**config.mk**
```make
export PLATFORM = sky130hd
export DESIGN_NAME = prog_loader
export DESIGN_NICKNAME = d
export VERILOG_FILES = /design/src/rtl/loader_pkg.sv /design/src/rtl/uart_rx.sv /design/src/rtl/prog_loader.sv
export SDC_FILE = /design/constraint.sdc
export NUM_CORES = 1
export LEC_CHECK = 0
export ABC_AREA = 1
export CORE_UTILIZATION = 58
export DETAILED_ROUTE_END_ITERATION = 6
export DONT_BUFFER_PORTS = 1
export GPL_TIMING_DRIVEN = 1
export PLACE_DENSITY = 0.81
export SETUP_SLACK_MARGIN = 0.05
export SLEW_MARGIN = 10
export SYNTH_ARGS = -nofsm -noshare
export SYNTH_HDL_FRONTEND = slang
export SYNTH_SLANG_ARGS = --single-unit
```
**constraint.sdc**
```tcl
create_clock -name clk -period 6.8 [get_ports clk]
set_input_delay 1.02 -clock clk [delete_from_list [all_inputs] [get_ports clk]]
set_output_delay 1.02 -clock clk [all_outputs]
set_load 0.1 [all_outputs]
```
**src/rtl/loader_pkg.sv**
```systemverilog
// Shared types and constants for the UART program loader.
package loader_pkg;

    typedef enum logic [1:0] {
        ST_RUN  = 2'd0,
        ST_LOAD = 2'd1,
        ST_CSUM = 2'd2
    } ld_state_e;

    localparam logic [7:0] SYNC_BYTE  = 8'hA5;
    localparam int         PROG_DEPTH = 16;

    // Element [0] is the rightmost entry of the concatenation.
    localparam logic [PROG_DEPTH-1:0][7:0] DEMO_PROG = {
        8'hF0, 8'h0E, 8'hD1, 8'h2C, 8'h93, 8'h47, 8'h6A, 8'h15,
        8'h88, 8'h3B, 8'hC2, 8'h74, 8'h21, 8'h5E, 8'h09, 8'h81
    };

    function automatic int bit_div(input int clk_hz, input int baud);
        return clk_hz / baud;
    endfunction

endpackage

```
**src/rtl/uart_rx.sv**
```systemverilog
// 8N1 UART receiver: 2-flop sync, mid-bit sampling, glitch reject, framing check.
module uart_rx import loader_pkg::*; #(
    parameter int CLK_HZ = 27000000,
    parameter int BAUD   = 115200
) (
    input  logic       clk,
    input  logic       reset,
    input  logic       rx,
    output logic       byte_valid,
    output logic [7:0] byte_data,
    output logic       frame_err
);

    localparam int BIT_DIV = bit_div(CLK_HZ, BAUD);
    localparam int HALF    = BIT_DIV / 2;
    localparam int CW      = $clog2(BIT_DIV + 1);

    localparam logic [1:0] RX_IDLE  = 2'd0;
    localparam logic [1:0] RX_START = 2'd1;
    localparam logic [1:0] RX_DATA  = 2'd2;
    localparam logic [1:0] RX_STOP  = 2'd3;

    logic          rx_s1, rx_s2, rx_d;
    logic [1:0]    st;
    logic [CW-1:0] div_cnt;
    logic [2:0]    bit_idx;
    logic [7:0]    shreg;

    always_ff @(posedge clk or posedge reset) begin
        if (reset) begin
            rx_s1      <= 1'b1;
            rx_s2      <= 1'b1;
            rx_d       <= 1'b1;
            st         <= RX_IDLE;
            div_cnt    <= '0;
            bit_idx    <= '0;
            shreg      <= '0;
            byte_valid <= 1'b0;
            byte_data  <= '0;
            frame_err  <= 1'b0;
        end else begin
            rx_s1      <= rx;
            rx_s2      <= rx_s1;
            rx_d       <= rx_s2;
            byte_valid <= 1'b0;
            frame_err  <= 1'b0;
            case (st)
                RX_IDLE: begin
                    if (rx_d && !rx_s2) begin
                        st      <= RX_START;
                        div_cnt <= CW'(HALF - 1);
                    end
                end
                RX_START: begin
                    if (div_cnt == '0) begin
                        // A start bit already high again at mid-bit was noise.
                        if (!rx_s2) begin
                            st      <= RX_DATA;
                            div_cnt <= CW'(BIT_DIV - 1);
                            bit_idx <= '0;
                        end else begin
                            st <= RX_IDLE;
                        end
                    end else begin
                        div_cnt <= div_cnt - CW'(1);
                    end
                end
                RX_DATA: begin
                    if (div_cnt == '0) begin
                        shreg   <= {rx_s2, shreg[7:1]};
                        div_cnt <= CW'(BIT_DIV - 1);
                        bit_idx <= bit_idx + 3'd1;
                        if (bit_idx == 3'd7)
                            st <= RX_STOP;
                    end else begin
                        div_cnt <= div_cnt - CW'(1);
                    end
                end
                default: begin
                    if (div_cnt == '0) begin
                        if (rx_s2) begin
                            byte_valid <= 1'b1;
                            byte_data  <= shreg;
                        end else begin
                            frame_err <= 1'b1;
                        end
                        st <= RX_IDLE;
                    end else begin
                        div_cnt <= div_cnt - CW'(1);
                    end
                end
            endcase
        end
    end

endmodule

```
**src/rtl/prog_loader.sv**
```systemverilog
// UART program loader: sync byte, 16 data bytes, 8-bit checksum into a 16x8 store.
// Define BOOT_ROM_EN to reset the store to DEMO_PROG and start with cpu_run high.
module prog_loader import loader_pkg::*; #(
    parameter int CLK_HZ      = 27000000,
    parameter int BAUD        = 115200,
    parameter int TIMEOUT_CYC = 2700000
) (
    input  logic       clk,
    input  logic       reset,
    input  logic       rx,
    input  logic [3:0] adr,
    output logic [7:0] dout,
    output logic       cpu_run,
    output logic       loading,
    output logic       error
);

    localparam int TW = $clog2(TIMEOUT_CYC + 1);

`ifdef BOOT_ROM_EN
    localparam logic [PROG_DEPTH-1:0][7:0] RST_IMG = DEMO_PROG;
    localparam logic                       RST_RUN = 1'b1;
`else
    localparam logic [PROG_DEPTH-1:0][7:0] RST_IMG = '0;
    localparam logic                       RST_RUN = 1'b0;
`endif

    logic          byte_valid, frame_err;
    logic [7:0]    byte_data;
    ld_state_e     state;
    logic [3:0]    cnt;
    logic [7:0]    sum;
    logic [TW-1:0] tmo;
    logic          tmo_hit;
    logic [7:0]    store [PROG_DEPTH];

    uart_rx #(.CLK_HZ(CLK_HZ), .BAUD(BAUD)) u_rx (
        .clk        (clk),
        .reset      (reset),
        .rx         (rx),
        .byte_valid (byte_valid),
        .byte_data  (byte_data),
        .frame_err  (frame_err)
    );

    assign tmo_hit = (tmo == TW'(TIMEOUT_CYC));
    assign loading = (state != ST_RUN);
    assign dout    = store[adr];

    always_ff @(posedge clk or posedge reset) begin
        if (reset) begin
            for (int i = 0; i < PROG_DEPTH; i++)
                store[i] <= RST_IMG[i];
        end else if (state == ST_LOAD && byte_valid) begin
            store[cnt] <= byte_data;
        end
    end

    always_ff @(posedge clk or posedge reset) begin
        if (reset) begin
            state   <= ST_RUN;
            cnt     <= '0;
            sum     <= '0;
            error   <= 1'b0;
            cpu_run <= RST_RUN;
            tmo     <= '0;
        end else begin
            if (byte_valid)
                tmo <= '0;
            else if (!tmo_hit)
                tmo <= tmo + TW'(1);

            case (state)
                ST_RUN: begin
                    if (byte_valid && byte_data == SYNC_BYTE) begin
                        state   <= ST_LOAD;
                        cnt     <= '0;
                        sum     <= '0;
                        error   <= 1'b0;
                        cpu_run <= 1'b0;
                    end
                end
                ST_LOAD: begin
                    // Any byte here is data, including another sync byte.
                    if (byte_valid) begin
                        sum <= sum + byte_data;
                        cnt <= cnt + 4'd1;
                        if (cnt == 4'(PROG_DEPTH - 1))
                            state <= ST_CSUM;
                    end else if (frame_err || tmo_hit) begin
                        state   <= ST_RUN;
                        error   <= 1'b1;
                        cpu_run <= 1'b0;
                    end
                end
                ST_CSUM: begin
                    if (byte_valid) begin
                        state <= ST_RUN;
                        if (byte_data == sum) begin
                            cpu_run <= 1'b1;
                        end else begin
                            error   <= 1'b1;
                            cpu_run <= 1'b0;
                        end
                    end else if (frame_err || tmo_hit) begin
                        state   <= ST_RUN;
                        error   <= 1'b1;
                        cpu_run <= 1'b0;
                    end
                end
                default: state <= ST_RUN;
            endcase
        end
    end

endmodule

```
# ---- Word-level counts from Yosys, hierarchy flattened
# Index checks and enable logic that the tools add are counted.
dict set report totals {
  input_bits 7
  out_inout_bits 11
  regBits 200
  elab_cells 143
}
dict set report classes {
  reduce_logical 24
  eq_ne 22
  mux 54
  n_bitwise 3
  order_cmp 3
  n_addsub 5
}
# operator n
set op_table {}
lappend op_table {{bitwise mux 128 bit} 1}
lappend op_table {{two-way mux 8 bit} 10}
lappend op_table {{two-way mux 22 bit} 2}
lappend op_table {{binary-select mux 8 bit (select 4 bit)} 1}
lappend op_table {{demux 8 bit (select 4 bit)} 1}
lappend op_table {{case mux 8 bit (3 select lines)} 1}
lappend op_table {{adder 22 x 1 -> 22 bit, second input constant} 1}
lappend op_table {{== test 22 bit, second input constant} 1}
lappend op_table {{two-way mux 2 bit} 11}
lappend op_table {{case mux 8 bit (2 select lines)} 1}
lappend op_table {{two-way mux 1 bit} 15}
lappend op_table {{!= test 2 x 1 -> 1 bit, second input constant} 6}
lappend op_table {{case mux 2 bit (3 select lines)} 2}
lappend op_table {{AND reduction 3 bit} 4}
lappend op_table {{>= comparator 5 bit, second input constant} 2}
lappend op_table {{inverter 4 -> 5 bit} 2}
lappend op_table {{two-way mux 3 bit} 3}
lappend op_table {{!= test 3 bit, second input constant} 3}
lappend op_table {{adder 8 bit} 1}
lappend op_table {{== test 8 bit} 1}
lappend op_table {{== test 8 bit, second input constant} 1}
lappend op_table {{zero test 8 bit} 1}
lappend op_table {{two-way mux 4 bit} 2}
lappend op_table {{case mux 4 bit (2 select lines)} 1}
lappend op_table {{other kinds (23)} 37}

# ---- Depth between registers and ports, before layout
# Gate-level depths: netlist of run 1.
dict set report logic_depth {
  depth_word 6
  mapped_depth 10
  depth_no_buf 10
}

# ---- Cells and area by module
# Synthesis of run 1 repeated with hierarchy kept, for this count alone.
dict set report unflattened {
  cells_unflattened 1225
  area_unflattened_um2 10098.4
}
# module instances seq_area_each_um2 cells_each area_per_inst_um2
set modules_own_cells {}
lappend modules_own_cells {prog_loader 1 4154.0 1036 8365.5}
lappend modules_own_cells {uart_rx 1 854.6 189 1732.9}

# ---- Worst setup path after synthesis of run 1
# No wires, ideal clock.
dict set report synth_path {
  path_kind {input-to-output}
  from {input adr[0]}
  to {output dout[6]}
  t_required_ns 5.780
  n_path_buf 2
  t_arrival_ns 2.431
  path_stages 6
  path_slack_ns 3.349
  cell_sequence {buf_2 -> buf_1 -> nor2_1 -> o221ai_1 -> o211ai_1 -> nand2_1}
}
dict set report synth_between {
  elab_chain_len 4
}
# element line
set synth_rtl {}
lappend synth_rtl {{start: declaration} prog_loader.sv:11} ;# input logic [3:0] adr,
lappend synth_rtl {{inverter 4 -> 5 bit (not written as such)} prog_loader.sv:48} ;# assign dout = store[adr];
lappend synth_rtl {{binary-select mux 8 bit (select 4 bit)} prog_loader.sv:48}
lappend synth_rtl {{two-way mux 8 bit (not written as such) (2 in series)} prog_loader.sv:48}
lappend synth_rtl {{end: declaration} prog_loader.sv:12} ;# output logic [7:0] dout,
# No other way between the ends. The select of a mux whose other input is x is not followed.

# ---- Worst setup path in the final report of run 1
dict set report layout_path {
  from {input adr[0]}
  to {output dout[3]}
}
# Same word-level chain as after synthesis.

==> results of run 1 <==
[power by group]
part / total (mW) / switching [mW] / internal (mW) / leakage (nW)
sequential: 1.28 / 0.0454 / 1.23 / 2.75
clock: 1.06 / 0.499 / 0.559 / 0.293
combinational: 0.356 / 0.249 / 0.107 / 1.76
[critical path: cells and delay by family]
kind / cells / cell delay (ns)
AND/OR/NAND/NOR: 1 / 0.74
buffers and inverters: 1 / 0.71
AO/OA/AOI/OAI: 3 / 0.57
[cells in the mapped netlist, drive strengths merged]
cell    count
o22ai      13
xnor2       5
ha         24
dfrtp     197
nor3       11
nor4        1
a31oi       2
or2         1
nand2     261
clkbuf     20
nand4      14
xor2       16
inv        91
a21o        3
o21bai      3
a21oi      21
o221ai     19
buf        34
a211oi      1
fa          1
o211ai     14
dfstp       3
o21ai     238
nor3b       1
nor2      133
a22oi       2
a22o        2
o31ai       2
nand3      34
[flip-flops by register name (all words and copies together) (netlist names), 2 cells and up]
register / count
store: 128
tmo: 22
sum: 8
u_rx.byte_data: 8
u_rx.div_cnt: 8
u_rx.shreg: 8
cnt: 4
u_rx.bit_idx: 3
state: 2
u_rx.st: 2
[how the worst max path moves through the flow]
stage	cells past startpoint	to	startpoint	slack (ns)
2_1_floorplan	1	cnt[0]	reset	0.33
4_1_cts	5	dout[3]	adr[0]	2.80
3_5_place_dp	5	dout[3]	adr[0]	2.82
5_1_grt	5	dout[7]	adr[0]	2.64
3_3_place_gp	5	dout[3]	adr[0]	2.87
6_report	5	dout[3]	adr[0]	2.69
[per-layer routing]
metal,up-vias,global-route usage,part of all wire,wire length (um)
met5,-,0,0,0
met1,3823,0.387,0.45,10200
met3,42,0.0567,0.062,1410
li1,3825,-,-,-
met4,0,0.0996,0.021,473
met2,265,0.432,0.47,10600
[cells by family after synthesis]
group | share of synthesized area
flops | 0.507
buf+inv | 0.0634
xor+xnor | 0.0186
compound gates | 0.179
fa+ha+maj | 0.0325
simple gates | 0.199
[placed cells by master, fill, tap and decap left out, types with 2 or more instances in the layout]
cell type,count
a21o_1,3
o21ai_0,203
nor2_1,123
clkinv_4,2
bufinv_16,2
dfrtp_1,197
clkbuf_16,17
o221ai_1,19
nor2_2,5
a31oi_1,2
o21bai_1,2
nand2_1,238
o21ai_1,35
nor2_4,5
nand4_1,14
o22ai_1,13
inv_2,2
inv_1,88
nand2_2,22
xor2_1,16
a22o_1,2
a21oi_1,21
inv_8,5
xnor2_1,5
a22oi_1,2
dfstp_2,3
nand3_1,30
o211ai_1,14
nor3_1,9
nand3_2,4
clkinvlp_4,2
ha_1,24
inv_6,5
[area by class of cell]
type	instances	area (um2)
clock buffer	17	425
clock inverter	15	181
fill	1387	6100
inverter	91	349
multi-input combinational	822	4240
sequential	200	5010
tap	220	275
timing repair buffer	1	7.51
==> flow_summary_export.csv, run 1 <==
group,metric,value,unit
power,ir_drop,0.198,mV
cts,cts_inserted_buffers,17,
cts,cts_repair_resize_count,0,
flow_run,drv.max_cap_violation_count,0,
timing,rsz0062_at_grt,"no",
cts,ctsHtreeMaxLevel,4,
worst_setup_path,critPathLaunchType,"primary input",
synth,yosysSeqAreaShare,0.507,
timing,final.min_clock_period,4.11,ns
timing,timing.clock.skew,0.00957,ns
die,row_count,47,
worst_setup_path,worst_path_largest_cell_delay,0.74,ns
detailed_routing,drtPass1Iterations,5,
detailed_routing,antenna_left,0,
timing,final_max_slew_viol_count,0,
placed_design,placement.cell_area,9880,um2
worst_setup_path,critPathArrivalTime,3.09,ns
final_layout,fin_cells,1366,
timing,finalWorstSetupSlack,2.69,ns
die,fp.dieW,132,um
synth,yosysTopAreaCell,"dfrtp_1",
synth,yosys_warns,0,
die,die_height,132,um
worst_setup_path,worst_r2r_startpoint,"state[0]",
detailed_routing,routed-via-count,7955,
synth,synth_fp_nets,1199,
power,leakage,4.81,nW
die,num_io_pins,18,
worst_setup_path,timing_worst_setup_path_type,"primary input to output pin",
worst_setup_path,worst-r2r-setup-slack,4.70,ns
synth,mappedNetlistArea,9870,um2
global_route,grt_overflow_total,0,
placed_design,dp_cells,1334,
die,fp.dieArea,17500,um2
timing,hold_violations,0,
synth,synthesis.instances,1167,
final_layout,finished_layout_cell_area,10500,um2
worst_setup_path,critical_path.cell_chain,"inv_2 -> o21ai_0 -> o221ai_1 -> o211ai_1 -> nand2_1",
placed_design,dpl_worst_slack,2.82,ns
final_layout,final_core_util,0.632,
cts,cts_root_buffer,"clkbuf_16",
final_layout,area_delta_synth_final,6.21,%
hold_path,hold_path_depth,0,
power,power.density,257,nW/um2
global_route,grt_first_pass_wirelength,38300,um
detailed_routing,number_of_drc_markers_after_the_initial_detailed_route_iteration,895,
die,initial_core_util,0.595,
timing,finalSetupTns,0,ns
placed_design,portBuffers,0,
cts,clkTransAtPathRegs,0.07,ns
global_route,grt_max_degree,123,
timing,part_of_the_cycle_the_worst_path_needs,0.605,
global_route,globalRouteTotalUtil,0.277,
cts,ctsHoldBuffers,0,
die,fp.coreArea,16600,um2
worst_setup_path,worstSetupEndpointType,"output pin",
hold_path,min_from,"u_rx.rx_s1",
global_route,grt_antenna_before_repair,0,
synth,synth.ff_latch_count,200,
worst_setup_path,worst_flop_to_flop_path_endpoint,"sum[4]",
timing,holdWs,0.358,ns
worst_setup_path,cpMaxStageDelayCell,"nand2_1",
placed_design,globalplace.congestion,0.893,
power,total_power,2.69,mW
synth,post_syn_area_per_cell,8.46,um2
placed_design,dp.final_hpwl,14300,um
outcome,run_status,"complete, no violations",
cts,clock_path_buffers,2,
timing,highest_achievable_clock_rate,243,MHz
final_layout,antennaDiodeCount,0,
detailed_routing,remaining_drc_errors,0,
timing,worstMarginPinSlew,0.985,ns
cts,post_cts.repair.setup_buffers,0,
hold_path,holdPathEnd,"u_rx.rx_s2",
cts,cts.sinks,200,
detailed_routing,avgViaCountPerCell,5.82,
timing,slew_headroom,0.342,
final_layout,drive_gt1_frac,0.0707,
worst_setup_path,critPathMaxFanout,65,
timing,final_count_of_negative_setup_slack_endpoints,0,
global_route,grt_pass1_vias,7579,
cts,tritoncts_clock_tree,"built",
detailed_routing,wirelength,22700,um
synth,ranking_of_synthesized_cells_by_area,"dfrtp_1 50%, o21ai_0 10%, nand2_1 9.1%, nor2_1 4.7%, inv_1 3.4%",
cts,clock_insertion_delay_worst_skew,0.45,ns
worst_setup_path,reg2reg_depth,7,
detailed_routing,routedWlPerCell,16.6,um
final_layout,num-nets-final,1165,
worst_setup_path,cp_data_required_time,5.78,ns
hold_path,hold_class,"register to register",
synth,synth.top_cell.area_share,0.499,
synth,synth.lib_cells_used.distinct,43,
Power figures use the tool's default switching activity.
==> run 2: changes to the inputs <==
--- a/config.mk
+++ b/config.mk
@@ -6,11 +6,11 @@
 export NUM_CORES = 1
 export LEC_CHECK = 0
 export ABC_AREA = 1
-export CORE_UTILIZATION = 58
+export CORE_UTILIZATION = 64
 export DETAILED_ROUTE_END_ITERATION = 6
 export DONT_BUFFER_PORTS = 1
 export GPL_TIMING_DRIVEN = 1
-export PLACE_DENSITY = 0.81
+export PLACE_DENSITY = 0.85
 export SETUP_SLACK_MARGIN = 0.05
 export SLEW_MARGIN = 10
 export SYNTH_ARGS = -nofsm -noshare
==> constraint.sdc (replaced) <==
create_clock -name clk -period 3.8 [get_ports clk]
set_input_delay 0.57 -clock clk [delete_from_list [all_inputs] [get_ports clk]]
set_output_delay 0.57 -clock clk [all_outputs]
set_load 0.1 [all_outputs]
==> run 2 against run 1 <==
Against the previous run:
- critical path depth up 1
- power is 72% higher
- largest power group unchanged
- global-route usage up 1.9 points
- largest cell class unchanged
- sequential share of layout area about the same
- final cell count is 1.5% lower
- non-clock buffer count is 11 higher
- routed wire length down 2.6%
- combinational power rose by 85%
==> flow_summary_export.csv, run 2 (synthesis gave the netlist of run 1 again) <==
group,metric,value,unit
final_layout,antennaDiodeCount,0,
power,leakage,4.82,nW
final_layout,layout.cells.most_common,"nand2_1",
worst_setup_path,cp_data_required_time,3.23,ns
die,fp.coreArea,15100,um2
cts,cts.sinks,200,
cts,tritoncts_clock_tree,"built",
detailed_routing,routed-via-count,8051,
global_route,grt_overflow_total,0,
global_route,grt_pass1_vias,7598,
die,fp.dieW,126,um
outcome,run_status,"complete, no violations",
power,power.density,443,nW/um2
timing,finalSetupTns,0,ns
worst_setup_path,critPathLaunchType,"primary input",
die,die_height,126,um
detailed_routing,antenna_left,0,
final_layout,registers.top_by_ff_count,"store",
final_layout,layout_top_registers,"store x128, tmo x22",
worst_setup_path,worstSetupEndpointType,"output pin",
cts,post_cts.repair.setup_buffers,0,
detailed_routing,avgViaCountPerCell,5.99,
global_route,grt_first_pass_wirelength,37200,um
detailed_routing,drtPass1Iterations,5,
worst_setup_path,critical_path.cell_chain,"inv_2 -> o21ai_0 -> o221ai_1 -> o211ai_1 -> nand2_1 -> buf_4",
die,initial_core_util,0.652,
worst_setup_path,timing_worst_setup_path_type,"primary input to output pin",
hold_path,min_from,"rx",
detailed_routing,routedWlPerCell,16.4,um
cts,clkTransAtPathRegs,0.06,ns
detailed_routing,wirelength,22100,um
timing,final.min_clock_period,2.81,ns
final_layout,final_cell_mix,"238 x nand2_1, 203 x o21ai_0, 197 x dfrtp_1",
timing,highest_achievable_clock_rate,356,MHz
final_layout,area_delta_synth_final,6.25,%
global_route,grt_max_degree,66,
timing,timing.clock.skew,0.0105,ns
worst_setup_path,worst_r2r_startpoint,"state[0]",
die,fp.dieArea,15900,um2
global_route,globalRouteTotalUtil,0.296,
final_layout,drive_gt1_frac,0.0778,
worst_setup_path,critPathMaxFanout,65,
timing,final_max_slew_viol_count,0,
power,ir_drop,0.344,mV
detailed_routing,remaining_drc_errors,0,
worst_setup_path,critPathArrivalTime,2.24,ns
cts,ctsHtreeMaxLevel,4,
timing,hold_violations,0,
worst_setup_path,worstSetupStartpoint,"adr[0]",
die,row_count,45,
placed_design,globalplace.congestion,0.916,
timing,part_of_the_cycle_the_worst_path_needs,0.740,
cts,clock_insertion_delay_worst_skew,0.45,ns
worst_setup_path,worst_path_largest_cell_delay,0.66,ns
flow_run,drv.max_cap_violation_count,0,
hold_path,hold_class,"primary input to register",
final_layout,num-nets-final,1176,
cts,cts_repair_resize_count,0,
placed_design,dp.final_hpwl,14300,um
placed_design,portBuffers,0,
placed_design,dpl_worst_slack,1.08,ns
cts,cts_inserted_buffers,17,
timing,rsz0062_at_grt,"no",
final_layout,flip_flop_count_of_the_largest_register_after_layout,128,
worst_setup_path,cpMaxStageDelayCell,"inv_2",
cts,cts_root_buffer,"clkbuf_16",
detailed_routing,number_of_drc_markers_after_the_initial_detailed_route_iteration,957,
global_route,grt_antenna_before_repair,0,
cts,clock_path_buffers,2,
timing,slew_headroom,0.360,
timing,finalWorstSetupSlack,0.989,ns
timing,worstMarginPinSlew,0.958,ns
cts,ctsHoldBuffers,0,
timing,final_count_of_negative_setup_slack_endpoints,0,
die,num_io_pins,18,
==> run 2: cell types whose count changed in the layout (fill, tap and decap cells not counted), sizes merged <==
cell,change
bufinv,-2
buf,+11
clkbuf,+5
inv,-9
clkinvlp,+5
clkinv,+1
==> run 2: worst max-delay path: cells and delay by family <==
kind,cells,cell delay (ns)
AOI/OAI and AO/OA,3,0.55
buffers and inverters,2,0.95
and+or+nand+nor,1,0.12
==> run 2: through the flow <==
| step | power [mW] | std cells | area [um2] | util | hold slack (ns) |
|---|---|---|---|---|---|
| 2_1_floorplan | 2.85 | 1167 | 9870 | - | 0.345 |
| 3_3_place_gp | 2.96 | 1313 | 9940 | 0.656 | 0.346 |
| 3_5_place_dp | 2.98 | 1313 | 9940 | 0.656 | 0.349 |
| 4_1_cts | 4.65 | 1345 | 10500 | 0.692 | 0.104 |
| 5_1_grt | 4.84 | 1345 | 10500 | 0.692 | 0.0990 |
| 6_report | 4.64 | 1345 | 10500 | 0.692 | 0.118 |
==> run 2: final timing paths <==
kind,end,slack (ns),cells after the start
setup reg to reg,sum[2],1.65,7
setup / recovery,dout[4],0.99,6
min in group asynchronous,store[58],0.19,1
hold reg to reg,u_rx.rx_s2,0.36,0
hold / removal,u_rx.rx_s1,0.12,0
max in group asynchronous,cnt[0],2.63,2
==> run 2: area by class of cell <==
type	instances	area (um2)
Sequential cell	200	5010
Fill cell	1111	4660
Multi-Input combinational cell	822	4240
Clock buffer	22	474
Inverter	91	345
Tap cell	188	235
Timing Repair Buffer	12	115
Clock inverter	10	72.6
==> run 2: routing by layer <==
| metal | global-route usage | vias to the layer above | wire length (um) |
|---|---|---|---|
| li1 | - | 3830 | - |
| met1 | 0.408 | 3849 | 9760 |
| met2 | 0.463 | 325 | 10400 |
| met3 | 0.0620 | 47 | 1480 |
| met4 | 0.113 | 0 | 456 |
| met5 | 0 | - | 0 |
==> run 2: power breakdown <==
part           total [mW]  internal, mW  switching [mW]
combinational       0.657         0.207           0.450
clock                1.69         0.889           0.804
sequential           2.29          2.21          0.0833
==> run 3: changes to the inputs <==
--- a/config.mk
+++ b/config.mk
@@ -6,11 +6,11 @@
 export NUM_CORES = 1
 export LEC_CHECK = 0
 export ABC_AREA = 1
-export CORE_UTILIZATION = 64
+export CORE_UTILIZATION = 58
 export DETAILED_ROUTE_END_ITERATION = 6
 export DONT_BUFFER_PORTS = 1
 export GPL_TIMING_DRIVEN = 1
-export PLACE_DENSITY = 0.85
+export PLACE_DENSITY = 0.81
 export SETUP_SLACK_MARGIN = 0.05
 export SLEW_MARGIN = 10
 export SYNTH_ARGS = -nofsm -noshare
==> constraint.sdc (replaced) <==
create_clock -name clk -period 2.3 [get_ports clk]
set_input_delay 0.345 -clock clk [delete_from_list [all_inputs] [get_ports clk]]
set_output_delay 0.345 -clock clk [all_outputs]
set_load 0.1 [all_outputs]
==> run 3 against run 2 <==
Against the previous run:
- via count rose by 0.81%
- non-clock buffer count increased by 10
- routed wire length is 2.0% higher
- highest routed layer unchanged
- clock-buffer cell count decreased by 2
- die area is 10% higher
- first-iteration DRC count shrank 21%
- utilization shrank 4.2 points
- cell area grew 2.8%
- combinational power is 75% higher
- largest power group unchanged
- sequential power up 66%
- largest cell class unchanged
==> flow_summary_export.csv, run 3 (synthesis gave the netlist of run 1 again) <==
group,metric,value,unit
worst_setup_path,cp_data_required_time,1.96,ns
placed_design,globalplace.congestion,0.889,
global_route,grt_overflow_total,0,
worst_setup_path,worst-r2r-setup-slack,0.46,ns
worst_setup_path,cp_top_family,"compound AO/OA/AOI/OAI gates",
timing,part_of_the_cycle_the_worst_path_needs,0.910,
detailed_routing,antenna_left,0,
cts,cts_repair_resize_count,0,
timing,hold_violations,0,
global_route,groute.layer.met3.usage,0.0602,
die,row_count,47,
power,p_sw_frac,0.286,
final_layout,flip_flop_count_of_the_largest_register_after_layout,128,
final_layout,antennaDiodeCount,0,
worst_setup_path,crit_cells,5,
worst_setup_path,timing_worst_setup_path_type,"register to output pin",
global_route,global_route.usage.met2,0.441,
worst_setup_path,worst_flop_to_flop_path_endpoint,"u_rx.div_cnt[5]",
die,initial_core_util,0.595,
final_layout,final_cell_mix,"238 x nand2_1, 203 x o21ai_0, 197 x dfrtp_1",
cts,clock_path_buffers,2,
power,total_power,7.89,mW
detailed_routing,routedWlPerCell,16.3,um
timing,finalSetupTns,0,ns
worst_setup_path,worst_path_largest_cell_delay,0.38,ns
die,die_height,132,um
global_route,global_route.usage.met1,0.364,
flow_run,drv.max_cap_violation_count,0,
timing,final_count_of_negative_setup_slack_endpoints,0,
worst_setup_path,critPathArrivalTime,1.75,ns
final_layout,registers.top_by_ff_count,"store",
cts,cts.sinks,200,
timing,highest_achievable_clock_rate,478,MHz
global_route,grt_antenna_before_repair,0,
worst_setup_path,critPathLaunchType,"register",
die,num_io_pins,18,
cts,clock_insertion_delay_worst_skew,0.45,ns
detailed_routing,avgViaCountPerCell,5.85,
timing,finalWorstSetupSlack,0.207,ns
final_layout,layout.cells.most_common,"nand2_1",
final_layout,drive_gt1_frac,0.0857,
placed_design,portBuffers,0,
cts,ctsHoldBuffers,2,
cts,ctsHtreeMaxLevel,4,
die,fp.dieW,132,um
cts,cts_root_buffer,"clkbuf_16",
placed_design,dpl_worst_slack,0.468,ns
timing,rsz0062_at_grt,"no",
detailed_routing,routed-via-count,8116,
detailed_routing,remaining_drc_errors,0,
cts,post_cts.repair.setup_buffers,0,
hold_path,hold_class,"primary input to async pin",
cts,cts_inserted_buffers,17,
worst_setup_path,critPathBufInv,1,
worst_setup_path,critical_path.cell_chain,"o21ai_0 -> o22ai_1 -> o211ai_1 -> nand2_1 -> buf_12",
power,ir_drop,0.590,mV
timing,timing.clock.skew,0.00940,ns
power,power.density,732,nW/um2
cts,tritoncts_clock_tree,"built",
worst_setup_path,cpMaxStageDelayCell,"dfrtp_1",
worst_setup_path,critPathMaxFanout,2,
worst_setup_path,worst_r2r_startpoint,"u_rx.st[0]",
placed_design,dp.final_hpwl,14600,um
worst_setup_path,worstSetupStartpoint,"store[42]",
outcome,run_status,"complete, no violations",
worst_setup_path,worstSetupEndpointType,"output pin",
detailed_routing,number_of_drc_markers_after_the_initial_detailed_route_iteration,754,
global_route,grt_max_degree,79,
power,power.sequential.fraction,0.481,
die,fp.coreArea,16600,um2
timing,worstMarginPinSlew,0.559,ns
global_route,grt_pass1_vias,7844,
global_route,globalRouteTotalUtil,0.273,
die,fp.dieArea,17500,um2
timing,final.min_clock_period,2.09,ns
cts,clkTransAtPathRegs,0.07,ns
worst_setup_path,setup.worst_path.end,"dout[2]",
power,pwr-share-clk,0.374,
power,logic_pwr_share,0.145,
final_layout,layout_top_registers,"store x128, tmo x22",
power,leakage,4.95,nW
final_layout,area_delta_synth_final,9.22,%
timing,slew_headroom,0.627,
power,power.internal,5.64,mW
power,p_switching,2.26,mW
global_route,grt_first_pass_wirelength,38000,um
timing,final_max_slew_viol_count,0,
global_route,top_usage_layer,"met2",
detailed_routing,wirelength,22600,um
detailed_routing,drtPass1Iterations,6,
worst_setup_path,reg2reg_depth,9,
final_layout,num-nets-final,1186,
[run 3: worst min-delay path by stage]
| stage | slack (ns) | cells after the start | startpoint | endpoint |
|---|---|---|---|---|
| after global placement | 0.16 | 1 | reset | store[4] |
| after CTS | 0.31 | 2 | reset | store[4] |
| after floorplan | 0.35 | 0 | u_rx.rx_s1 | u_rx.rx_s2 |
| after global routing | 0.32 | 2 | reset | store[4] |
| final | 0.31 | 2 | reset | store[7] |
| after detailed placement | 0.16 | 1 | reset | store[4] |
[run 3: stage by stage]
stage | cells | utilization | hold WS [ns] | area, um2
global placement | 1353 | 0.614 | 0.161 | 10200
finish | 1387 | 0.650 | 0.314 | 10800
CTS | 1387 | 0.650 | 0.306 | 10800
detailed placement | 1353 | 0.614 | 0.159 | 10200
global route | 1387 | 0.650 | 0.318 | 10800
floorplan | 1167 | - | 0.345 | 9870
[run 3: final cells by class]
cell class | instances | area, um2
well taps | 220 | 275
multi-input cells | 822 | 4240
flip-flops and latches | 200 | 5010
clock inverters | 12 | 115
inverters | 91 | 345
clock buffers | 20 | 467
fillers | 1330 | 5800
repair buffers | 22 | 333
[run 3: power by group through the flow]
| stage | Clock, mW | Sequential [mW] | Combinational, mW |
|---|---|---|---|
| finish | 2.95 | 3.79 | 1.15 |
| global route | 3.11 | 3.81 | 1.29 |
| CTS | 2.99 | 3.79 | 1.14 |
| detailed placement | 0 | 3.85 | 1.13 |
| global placement | 0 | 3.85 | 1.10 |
| floorplan | 0 | 3.82 | 0.891 |
[run 3: metal layers]
metal	vias up	part of all wire
li1	3858	-
met1	3920	0.44
met2	283	0.48
met3	55	0.061
met4	0	0.021
met5	-	0
[run 3: worst reg2reg max path, delay by kind of cell, from the launching register on]
| family | cells | cell delay (ns) |
|---|---|---|
| flip-flops | 1 | 0.42 |
| AND/OR/NAND/NOR | 3 | 0.29 |
| adder cells (fa/ha/maj) | 1 | 0.26 |
| AO/OA/AOI/OAI | 3 | 0.52 |
| buffers and inverters | 2 | 0.21 |
